[config.mk]
export PLATFORM = sky130hd
export DESIGN_NAME = col_parity_ctrl
export DESIGN_NICKNAME = d
export VERILOG_FILES = /design/src/rtl/col_parity_ctrl.sv
export SDC_FILE = /design/constraint.sdc
export NUM_CORES = 1
export LEC_CHECK = 0
export BUFFER_PORTS_ARGS = -buffer_cell sky130_fd_sc_hd__buf_2
export CAP_MARGIN = 20
export CELL_PAD_IN_SITES_DETAIL_PLACEMENT = 0
export CELL_PAD_IN_SITES_GLOBAL_PLACEMENT = 1
export CORE_MARGIN = 5
export CORE_UTILIZATION = 47
export DETAILED_ROUTE_END_ITERATION = 10
export GPL_TIMING_DRIVEN = 1
export MAX_ROUTING_LAYER = met4
export PLACE_DENSITY_LB_ADDON = 0.1
export SYNTH_ARGS = -nofsm -noshare
export SYNTH_HDL_FRONTEND = slang
export SYNTH_SLANG_ARGS = --single-unit
[constraint.sdc]
create_clock -name clk -period 3.36 [get_ports clk]
set_clock_uncertainty 0.1 [all_clocks]
set_input_delay 0.672 -clock clk [delete_from_list [all_inputs] [get_ports clk]]
set_output_delay 0.672 -clock clk [all_outputs]
set_load 0.01 [all_outputs]
[src/rtl/col_parity_ctrl.sv]
// Column-parity sequencer: reads each 25-bit slice, shifts it out bit-serially
// and writes the five accumulated column parities per slice.
module col_parity_ctrl #(
    parameter int SLICES     = 64,
    parameter int SLICE_BITS = 25,
    parameter int COLS       = 5,
    parameter int AW         = 6
) (
    input  logic                  clk,
    input  logic                  rst,
    input  logic                  start,
    input  logic                  abort,
    output logic                  busy,
    output logic                  done,
    output logic                  mem_rd,
    output logic [AW-1:0]         mem_rd_addr,
    input  logic [SLICE_BITS-1:0] mem_rd_data,
    output logic                  par_wr,
    output logic [AW-1:0]         par_wr_addr,
    output logic [COLS-1:0]       par_wr_data,
    output logic                  en,
    output logic                  pout,
    output logic                  co_c25,
    output logic                  co_c64
);

    localparam int CW = $clog2(SLICE_BITS);
    localparam int XW = $clog2(COLS);
    localparam logic [CW-1:0] LAST_BIT = CW'(SLICE_BITS - 1);
    localparam logic [XW-1:0] LAST_COL = XW'(COLS - 1);
    localparam logic [AW-1:0] LAST_Z   = AW'(SLICES - 1);

    typedef enum logic [2:0] {IDLE, RD, LOAD, SHIFT, WR, DONE} state_t;

    state_t                  state;
    logic [AW-1:0]           c64;
    logic [CW-1:0]           c25;
    logic [XW-1:0]           col;
    logic [SLICE_BITS-1:0]   sreg;
    logic [COLS-1:0]         parity;

    function automatic logic [COLS-1:0] acc_parity(input logic [COLS-1:0] p,
                                                   input logic [XW-1:0]   x,
                                                   input logic            b);
        logic [COLS-1:0] r;
        r = p;
        for (int k = 0; k < COLS; k++) begin
            if (x == XW'(k)) r[k] = r[k] ^ b;
        end
        return r;
    endfunction

    // Outputs are registered together with the state they belong to, so each
    // strobe is high exactly during the matching state.
    always_ff @(posedge clk or negedge rst) begin
        if (!rst) begin
            state       <= IDLE;
            c64         <= '0;
            c25         <= '0;
            col         <= '0;
            sreg        <= '0;
            parity      <= '0;
            busy        <= 1'b0;
            done        <= 1'b0;
            mem_rd      <= 1'b0;
            mem_rd_addr <= '0;
            par_wr      <= 1'b0;
            par_wr_addr <= '0;
            par_wr_data <= '0;
            en          <= 1'b0;
            pout        <= 1'b0;
            co_c25      <= 1'b0;
            co_c64      <= 1'b0;
        end else if (abort && state != IDLE) begin
            state  <= IDLE;
            c64    <= '0;
            c25    <= '0;
            col    <= '0;
            busy   <= 1'b0;
            done   <= 1'b0;
            mem_rd <= 1'b0;
            par_wr <= 1'b0;
            en     <= 1'b0;
            pout   <= 1'b0;
            co_c25 <= 1'b0;
            co_c64 <= 1'b0;
        end else begin
            case (state)
                IDLE: begin
                    if (start) begin
                        state       <= RD;
                        c64         <= '0;
                        busy        <= 1'b1;
                        mem_rd      <= 1'b1;
                        mem_rd_addr <= '0;
                        co_c64      <= (LAST_Z == '0);
                    end
                end
                RD: begin
                    state  <= LOAD;
                    mem_rd <= 1'b0;
                end
                LOAD: begin
                    state  <= SHIFT;
                    sreg   <= mem_rd_data;
                    parity <= '0;
                    c25    <= '0;
                    col    <= '0;
                    en     <= 1'b1;
                    pout   <= mem_rd_data[0];
                    co_c25 <= (LAST_BIT == '0);
                end
                SHIFT: begin
                    sreg   <= sreg >> 1;
                    parity <= acc_parity(parity, col, sreg[0]);
                    c25    <= c25 + 1'b1;
                    col    <= (col == LAST_COL) ? '0 : col + 1'b1;
                    if (c25 == LAST_BIT) begin
                        state       <= WR;
                        en          <= 1'b0;
                        pout        <= 1'b0;
                        co_c25      <= 1'b0;
                        par_wr      <= 1'b1;
                        par_wr_addr <= c64;
                        par_wr_data <= acc_parity(parity, col, sreg[0]);
                    end else begin
                        pout   <= sreg[1];
                        co_c25 <= (c25 + 1'b1 == LAST_BIT);
                    end
                end
                WR: begin
                    par_wr <= 1'b0;
                    if (c64 == LAST_Z) begin
                        state  <= DONE;
                        done   <= 1'b1;
                        co_c64 <= 1'b0;
                    end else begin
                        state       <= RD;
                        c64         <= c64 + 1'b1;
                        mem_rd      <= 1'b1;
                        mem_rd_addr <= c64 + 1'b1;
                        co_c64      <= (c64 + 1'b1 == LAST_Z);
                    end
                end
                DONE: begin
                    state <= IDLE;
                    done  <= 1'b0;
                    busy  <= 1'b0;
                    c64   <= '0;
                end
                default: state <= IDLE;
            endcase
        end
    end

endmodule

==> flow_summary.yaml <==
floorplan:
  rows: 30
  dieWidth_um: 94.45
  die_area_um2: 8921
  die_y_um: 94.45
  start_util_pct: 48.80
  core-area_um2: 6869
  pin_count: 54
clock_tree:
  tritoncts: "yes"
  htreeDepth: 3
  numClockSinks: 72
  clk_pin_slew_ns: 0.07
  cts_resized: 0
  cts_hold_buf: 0
  clk_latency_ns: 0.33
  cts_made_buffers: 9
  root_buffer: "clkbuf_8"
  post-cts-setup-buffers: 0
  cts_buffer_depth: 2
sta:
  finalHoldViolations: 0
  slew_violations: 0
  fin_setup_tns_ns: 0
  worst_slack_ns: 1.091
  worst_slew_pin_slew_ns: 0.7842
  setup-violations-final: 0
  rsz0062_at_grt: "false"
  fin_crit_ns: 2.269
  finalCritPeriodShare_pct: 67.52
  max_freq_ghz: 0.4408
  maxSlewHeadroom_pct: 47.72
  whs_ns: 0.3108
synth:
  synth_cell_types: 43
  ys_ff_latch: 72
  synth_top_area_share_pct: 53.75
  yosys-top-cells-area: "dfrtp_1, nor2_1, o22ai_1, o21ai_0, ha_1"
  yosys_warnings: 0
  syn-num-nets: 373
  synth_xor_area_share_pct: 2.874
  synthAdderAreaFrac_pct: 3.733
  syn_avg_cell_area_um2: 10.04
  synth-seq-area-share_pct: 53.75
  synth_most_common_cell: "dfrtp_1"
  ys_async_sr_fraction_pct: 100.0
  synth_top_area_cell: "dfrtp_1"
  synth_top_family_by_area: "compound AO/OA/AOI/OAI gates"
  synth_edf_count: 0
  dominantRegCellSynth: "dfrtp_1"
  syn_area_um2: 3352
  synth_commonest_cells: "dfrtp_1, nor2_1, nand2_1, o21ai_0, o22ai_1"
  synthMuxAreaShare_pct: 2.314
  synthSimpleGateAreaFrac_pct: 15.71
  synth-compound-area-share_pct: 17.99
  synthCells: 334
worst_setup_path:
  worst-setup-path-type: "reg -> reg"
  path_buf_inv: 1
  worst_setup_path_end_kind: "register"
  crit_chain: "inv_1, ha_1, nand4b_1, nor2_1, mux2_2"
  slowest_stage: "nor2_1"
  required_ns: 3.47
  crit_fanout: 7
  worstSetupStartpointType: "register"
  max_stage_delay_ns: 0.62
  critical-path-top-delay-family: "simple AND/OR/NAND/NOR gates"
  crit_arrival_ns: 2.38
pwr:
  total_power_mw: 2.146
  p_leak_nw: 1.901
  peakVddDrop_mv: 0.2638
  powerDensity_nw_per_um2: 555.5
final_layout:
  diodes: 0
  drive_above_1_share_pct: 21.59
  fin_nets: 424
  layout.cells.non_filler: 485
  finalInstanceArea_um2: 3864
  syn_to_final_growth_pct: 15.27
  post-route-util_pct: 56.25
global_route:
  grt_pass1_vias: 2514
  grt_usage_pct: 17.96
  grt_antenna_before_repair: 0
  grt_overflow_total: 0
  grt_max_degree: 34
  grt_pass1_wl_mm: 12.29
route:
  routedWlPerCell_um: 14.72
  drc: 0
  first_pass_iters: 4
  drt-vias-per-instance: 5.336
  drt_iter0_markers: 87
  totalWireLength_mm: 7.139
  via_count: 2588
  ant_nets: 0
run_status:
  status: "complete, no violations"
placement:
  dp_hpwl_mm: 4.906
  pre_cts_slack_ns: 1.102
  placedCellCount: 470
  dpl-instance-area_um2: 3692
  gp_congestion: 0.8293
  port_buffers: 53
hold_path:
  min_path_type: "in -> async"
flow_run:
  max_cap_viol_count: 0
## worst reg2reg max path: stages, from the launching register on
cell,delay [ns]
dfrtp_1,0.44
inv_1,0.08
ha_1,0.16
nand4b_1,0.34
nor2_1,0.62
mux2_2,0.41
## final cells by class
class                           count  area [um2]
Clock inverter                      4       20.02
Timing Repair Buffer               58       302.8
Multi-Input combinational cell    235        1434
Sequential cell                    72        1802
Clock buffer                       11       151.4
Fill cell                         643        3005
Inverter                            9       33.78
Tap cell                           96       120.1
## metal layers
metal | wire [um] | track usage, %
met5 | 0 | -
met1 | 3582 | 25.64
met4 | 94 | 7.452
met3 | 329 | 2.948
met2 | 3132 | 25.35
## where the power goes
group,internal [mW],switching (mW)
logic,0.176,0.204
clock network,0.299,0.310
registers,1.03,0.125
total,1.51,0.640
## path summary, 6_finish.rpt
| check | cells past startpoint | end | startpoint | slack [ns] |
|---|---|---|---|---|
| hold reg to reg | 2 | co_c64 | co_c64 | 0.37 |
| hold / removal | 1 | sreg[24] | rst | 0.31 |
| min in group clk | 2 | co_c64 | co_c64 | 0.37 |
| max in group asynchronous | 2 | par_wr_addr[1] | rst | 2.05 |
| setup reg to reg | 5 | par_wr_addr[3] | c25[0] | 1.09 |
| setup / recovery | 5 | par_wr_addr[3] | c25[0] | 1.09 |
## kinds of logic after synthesis
logic type,count (synthesis)
multiplexers,7
flip-flops,72
AO/OA/AOI/OAI,91
buffers and inverters,27
AND/OR/NAND/NOR,116
XOR/XNOR,11
adder cells (fa/ha/maj),10
## flip-flops by register name (all words and copies together), names as in the netlist, 3 cells and up
| name | flops |
|---|---|
| sreg | 25 |
| c64 | 6 |
| mem_rd_addr | 6 |
| par_wr_addr | 6 |
| c25 | 5 |
| par_wr_data | 5 |
| parity | 5 |
| col | 3 |
| state | 3 |
## cell usage in the layout, fill, tap and decap left out, drive strengths merged, types with 2 or more instances in the layout
cell type and instances:
ha 10, o2bb2ai 6, nor2b 3, o21ai 27, clkbuf 11, nor3 3
xor2 10, o311ai 2, clkinv 4, a22o 5, a32o 2, mux2 6
nor3b 2, dfrtp 72, a31oi 2, nand3b 3, inv 9, o22ai 24
a21oi 7, a21o 10, nand3 12, nand2 28, nor2 55, buf 58
No activity file was read; power rests on OpenSTA's default activity.
